$ cat config.mk
export PLATFORM = sky130hd
export DESIGN_NAME = shift_seq_ctrl
export DESIGN_NICKNAME = d
export VERILOG_FILES = /design/src/rtl/shift_seq_ctrl.sv
export SDC_FILE = /design/constraint.sdc
export NUM_CORES = 1
export LEC_CHECK = 0
export ABC_AREA = 1
export CAP_MARGIN = 40
export CORE_ASPECT_RATIO = 0.6
export CORE_MARGIN = 1
export CORE_UTILIZATION = 48
export DETAILED_ROUTE_END_ITERATION = 10
export GPL_ROUTABILITY_DRIVEN = 0
export GPL_TIMING_DRIVEN = 1
export PLACE_DENSITY = 0.81
export SYNTH_ARGS = -nofsm -noshare
export SYNTH_HDL_FRONTEND = slang
export SYNTH_SLANG_ARGS = --single-unit
$ cat constraint.sdc
create_clock -name clk -period 1.35 [get_ports clk]
set_input_delay 0.2025 -clock clk [delete_from_list [all_inputs] [get_ports clk]]
set_output_delay 0.2025 -clock clk [all_outputs]
set_load 0.01 [all_outputs]
$ cat src/rtl/shift_seq_ctrl.sv
// Serial shift controller: applies one 1-bit shift per cycle, shamt times,
// for SLL/SRL/SRA/ROL, with a one-cycle done pulse and a busy flag.
module shift_seq_ctrl #(
  parameter int WIDTH   = 32,
  parameter int SHAMT_W = 5
) (
  input  logic               clk,
  input  logic               rst_n,
  input  logic               start,
  input  logic [1:0]         op,
  input  logic [WIDTH-1:0]   data_in,
  input  logic [SHAMT_W-1:0] shamt,
  output logic               busy,
  output logic               done,
  output logic [WIDTH-1:0]   result
);

  typedef enum logic [1:0] {
    ST_IDLE  = 2'd0,
    ST_SHIFT = 2'd1,
    ST_DONE  = 2'd2
  } state_t;

  localparam logic [1:0]         OP_SLL   = 2'b00;
  localparam logic [1:0]         OP_SRL   = 2'b01;
  localparam logic [1:0]         OP_SRA   = 2'b10;
  localparam logic [1:0]         OP_ROL   = 2'b11;
  localparam logic [SHAMT_W-1:0] CNT_ZERO = {SHAMT_W{1'b0}};
  localparam logic [SHAMT_W-1:0] CNT_ONE  = {{(SHAMT_W-1){1'b0}}, 1'b1};

  state_t             state_r;
  logic [1:0]         op_r;
  logic [SHAMT_W-1:0] count_r;

  function automatic logic [WIDTH-1:0] shift_one(input logic [1:0] o,
                                                 input logic [WIDTH-1:0] v);
    case (o)
      OP_SLL:  shift_one = {v[WIDTH-2:0], 1'b0};
      OP_SRL:  shift_one = {1'b0, v[WIDTH-1:1]};
      OP_SRA:  shift_one = {v[WIDTH-1], v[WIDTH-1:1]};
      OP_ROL:  shift_one = {v[WIDTH-2:0], v[WIDTH-1]};
      default: shift_one = v;
    endcase
  endfunction

  // Controller FSM; busy and done are registered alongside the state so they track it exactly.
  always_ff @(posedge clk) begin
    if (!rst_n) begin
      state_r <= ST_IDLE;
      op_r    <= 2'b00;
      count_r <= CNT_ZERO;
      result  <= {WIDTH{1'b0}};
      busy    <= 1'b0;
      done    <= 1'b0;
    end else begin
      case (state_r)
        ST_IDLE, ST_DONE: begin
          if (start) begin
            op_r    <= op;
            result  <= data_in;
            count_r <= shamt;
            if (shamt != CNT_ZERO) begin
              state_r <= ST_SHIFT;
              busy    <= 1'b1;
              done    <= 1'b0;
            end else begin
              // Zero shift goes straight to DONE with the operand as result.
              state_r <= ST_DONE;
              busy    <= 1'b0;
              done    <= 1'b1;
            end
          end else begin
            state_r <= ST_IDLE;
            busy    <= 1'b0;
            done    <= 1'b0;
          end
        end
        ST_SHIFT: begin
          result  <= shift_one(op_r, result);
          count_r <= count_r - CNT_ONE;
          if (count_r == CNT_ONE) begin
            state_r <= ST_DONE;
            busy    <= 1'b0;
            done    <= 1'b1;
          end else begin
            state_r <= ST_SHIFT;
            busy    <= 1'b1;
            done    <= 1'b0;
          end
        end
        default: begin
          state_r <= ST_IDLE;
          busy    <= 1'b0;
          done    <= 1'b0;
        end
      endcase
    end
  end

endmodule

# ---- Word-level counts from Yosys, hierarchy flattened
# Cells that the tools add are included.
dict set report word_totals {
  reg_bits 43
}
dict set report classes {
  add_sub_neg 1
  n_eq_ne 8
  mux 17
  reduce_logical 8
}
# operator count
set ops {}
lappend ops {{$pmux W32 S4} 1}
lappend ops {{$pmux W32 S2} 1}
lappend ops {{$mux W32} 1}
lappend ops {{$pmux W5 S2} 1}
lappend ops {{$eq A2 B2 Y1 const B} 3}
lappend ops {{$mux W1} 6}
lappend ops {{$mux W2} 3}
lappend ops {{$eq A5 B1 Y1 const B} 1}
lappend ops {{$mux W5} 1}
lappend ops {{$reduce_bool A5 Y1} 1}
lappend ops {{$sub A5 B1 Y5 const B} 1}
lappend ops {{$eq A2 B1 Y1 const B} 2}
lappend ops {{$logic_not A2 Y1} 2}
lappend ops {{$ne A2 B2 Y1 const B} 2}
lappend ops {{$pmux W1 S2} 2}
lappend ops {{$pmux W2 S2} 1}
lappend ops {{$reduce_and A2 Y1} 2}
lappend ops {{$reduce_and A3 Y1} 1}
lappend ops {{$reduce_bool A2 Y1} 1}
lappend ops {{$reduce_or A2 Y1} 1}

# ---- Depth between registers and ports, before layout
dict set report logic_depth {
  word_depth 4
  depth_mapped 9
}

# ---- Worst setup path before layout
# Ideal clock, no wire load.
dict set report synth_timing {
  kind {register -> register}
  startpoint {reg state_r[0]}
  endpoint {reg result[31]}
  setup_ps 111
  t_arrival_ps 1080
  slack_ps 158
  path_stages_with_launch 9
  path_buffers 1
  cell_sequence {dfxtp_1 > inv_2 > nor2_4 > inv_1 > nand2_1 > clkbuf_2 > nand3_1 > nor2_1 > nor2_1}
}
dict set report synth_via {
  elab_chain_cells 4
  word_cells_on_any_way 9
  classes_between {4 x eq/ne; 1 x mux; 4 x reduce/logical}
}
# element line_no
set synth_lines {}
lappend synth_lines {{start, declared} 31} ;# state_t state_r;
lappend synth_lines {{start signal, assigned} 49} ;# state_r <= ST_IDLE;
lappend synth_lines {{start signal, assigned} 63} ;# state_r <= ST_SHIFT;
lappend synth_lines {{start signal, assigned} 68} ;# state_r <= ST_DONE;
lappend synth_lines {{$eq A2 B2 Y1 or $logic_not A2 Y1 (tied branches)} 56} ;# case (state_r)
lappend synth_lines {{$reduce_or A2 Y1} 56}
lappend synth_lines {{$ne A2 B2 Y1 (no source line) or $reduce_bool A2 Y1 (tied branches)} --}
lappend synth_lines {{$reduce_and A3 Y1 (no source line)} --}
lappend synth_lines {{end signal, assigned} 52} ;# result <= {WIDTH{1'b0}};
lappend synth_lines {{end signal, assigned} 60} ;# result <= data_in;
lappend synth_lines {{end signal, assigned} 79} ;# result <= shift_one(op_r, result);
lappend synth_lines {{end, declared} 15} ;# output logic [WIDTH-1:0] result
# Several ways; a longest one is shown, not always the timed one.
# A chain may end at the register's enable or synchronous reset.

# ---- Worst setup path in the final report
# Ends and elaborated chain as after synthesis.

==> run_results.csv <==
group,metric,value,unit
critical_path,startpoint_type,"register",
synthesis,synth_most_common_cell,"nand2_1",
clock_tree,cts_buffer_depth,2,
synthesis,ys_seq_area_share,32.17,%
flow_run,maxCapViolations,0,
power_and_ir_drop,swShare,36.33,%
synthesis,syn_nets,439,
timing,finalHoldViolations,0,
floorplanning,dieArea,5620,µm²
finish,nets,522,
timing,relSlewSlack,76.39,%
critical_path,crit_arrival,1.49,ns
critical_path,crit_required,1.54,ns
critical_path,r2r-end,"result[31]",
floorplanning,rows,20,
power_and_ir_drop,power-per-cell-area,1090,nW/µm²
synthesis,yosysTopAreaCell,"dfxtp_1",
power_and_ir_drop,combPwrFrac,39.0,%
power_and_ir_drop,p_int,2.412,mW
route,drt_wl_total,7609,µm
synthesis,synthTopCellsByArea,"dfxtp_1 (32%), nand2_1 (15%), nand3_1 (13%)",
timing,tightestPinTransition,0.3533,ns
clock_tree,cts_tree,"done",
timing,max_clock_freq,0.7660,GHz
route,route.detailed.drc,0,
clock_tree,clk-insertion-delay-late,0.29,ns
route,drt_iter0_markers,224,
clock_tree,cts_buffers,5,
synthesis,synth_edf_count,0,
clock_tree,holdBufCountCts,0,
place,dp_hpwl,5207,µm
clock_tree,clock-sinks,41,
grt,first_global_vias,2583,
critical_path,cp-end-kind,"register",
finish,instances_no_fill,544,
worst_hold_path,hp-start,"count_r[4]",
critical_path,rr_startpoint,"state_r[0]",
finish,regArea,825.8,µm²
power_and_ir_drop,p_leak,1.777,nW
synthesis,synth-seq-cells,41,
finish,diodes,0,
floorplanning,ios,76,
route,num_vias,2899,
power_and_ir_drop,p_switching,1.376,mW
place,portBuffers,75,
grt,grt.overflow.total,0,
critical_path,worst-path-max-fanout,13,
worst_hold_path,min_path_cells,2,
power_and_ir_drop,pwr-share-seq,39.1,%
floorplanning,core_area,5080,µm²
synthesis,ys_types,25,
grt,grt_use_total,27.60,%
synthesis,synth_top_area_share,32.17,%
floorplanning,die_y,58.47,µm
outcome,outcome,"finished clean",
grt,grt_max_degree,32,
route,drt_first_pass_iters,7,
critical_path,worst-setup-path-type,"register to register",
clock_tree,root_buffer,"clkbuf_8",
floorplanning,initial_utilization,50.22,%
finish,fin_util,68.45,%
route,post_drt_wl_per_cell,13.99,µm
floorplanning,die_w,96.12,µm
power_and_ir_drop,peakVddDrop,0.0005235,V
timing,fin_worst_skew,0.009779,ns
timing,drv_slew,0,
grt,grt_antenna_before_repair,0,
place,dp_cells,531,
timing,finalSetupViolCount,0,
critical_path,r2r_setup_slack,0.04,ns
finish,area_growth,36.29,%
power_and_ir_drop,p_clk_share,21.9,%
critical_path,reg2regPathDepth,8,
synthesis,syn_inst,395,
worst_hold_path,hold_path.class,"register to register",
synthesis,avgSynthCellArea,6.459,µm²
timing,fin_crit,1.305,ns
synthesis,async_flop_share,0,%
timing,finalSetupTns,0,ns
route,ant_nets,0,
synthesis,syn_area,2551,µm²
finish,fillers,442,
worst_hold_path,min_to,"count_r[4]",
finish,design_area,3477,µm²
clock_tree,htree_num_levels,2,
route,vias_per_cell,5.329,
clock_tree,clkTransAtPathRegs,0.07,ns
synthesis,synthTopCellsByCount,"nand2_1 (99), nand3_1 (68), inv_1 (57)",
finish,drive_above_1_share,11.30,%
synthesis,synthFlopType,"dfxtp_1",
timing,finalCritPeriodShare,96.70,%
finish,multi_input_area,1306,µm²
synthesis,yosys_warnings,0,
grt,grt_pass1_wl,11830,µm
place,placed_cell_area,3324,µm²
[layout by cell type, fill, tap and decap left out, types with 4 or more instances in the layout]
master,count
nand2_2,5
nand2_1,98
inv_1,56
nand3_1,68
buf_4,18
inv_2,5
dlygate4sd2_1,34
clkbuf_8,6
clkdlybuf4s50_1,41
a21oi_1,38
nor2_4,4
o21ai_0,35
dfxtp_2,4
nor2_1,9
dfxtp_1,37
[metrics by stage]
step           hold slack [ns]  worst slack, ns  power [mW]
2_1_floorplan           0.3656           0.1580       2.405
3_5_place_dp            0.4800          -0.2491       2.954
6_report                0.4922          0.04459       3.789
3_3_place_gp            0.4693          -0.1988       2.918
4_1_cts                 0.4907        -0.005919       3.683
5_1_grt                 0.5038         -0.01844       4.036
[flip-flops by register name, indices dropped and copies added, names as in the netlist]
signal / cells
op_r: 2
result: 32
state_r: 2
count_r: 5
[how the worst max path moves through the flow]
stage	cells after the start	endpoint	startpoint	slack, ns
after floorplan	8	result[31]	state_r[0]	0.16
after global placement	7	result[29]	start	-0.20
after detailed placement	7	result[4]	start	-0.25
after CTS	7	result[4]	state_r[0]	-0.006
after global routing	8	result[31]	state_r[0]	-0.02
final	8	result[31]	state_r[0]	0.04
[routing by layer]
layer / global-route usage (%) / wire [µm]
met5: 0 / 0
met4: 9.168 / 140
met3: 4.522 / 830
met2: 43.26 / 3283
met1: 38.79 / 3354
[power by group through the flow]
stage	clock network, mW	registers (mW)	logic, mW
2_1_floorplan	0	1.54	0.868
3_3_place_gp	0	1.50	1.42
3_5_place_dp	0	1.50	1.45
4_1_cts	0.830	1.47	1.38
5_1_grt	0.898	1.49	1.65
6_report	0.830	1.48	1.48
[cells by family after synthesis]
family,synth area share (%)
buffers and inverters,17.70
AO/OA/AOI/OAI,15.06
flip-flops,32.17
adder cells (fa/ha/maj),0.9807
XOR/XNOR,0.3434
AND/OR/NAND/NOR,33.74
[critical path, stage by stage, from the launching register on]
cell	delay [ns]
dfxtp_1	0.35
inv_2	0.06
nor2_4	0.18
inv_2	0.09
buf_4	0.19
nand2_1	0.08
nand3_1	0.09
nor2_1	0.12
nor2_1	0.05
[timing repair]
| action | CTS | global route |
|---|---|---|
| cloned | 0 | 1 |
| hold endpoints to repair | 0 | 0 |
| buffers inserted | 0 | 5 |
| pin swaps | 0 | 2 |
| resized for setup | 36 | 14 |
| setup endpoints to repair | 37 | 31 |
[cell type report]
class                      count  area share [%]
timing repair buffer         100           27.24
inverter                      61           6.585
sequential                    41           23.75
multi-input combinational    269           37.57
tap                           66           2.375
clock buffer                   7           2.483
(Power assumes the default switching activity.)
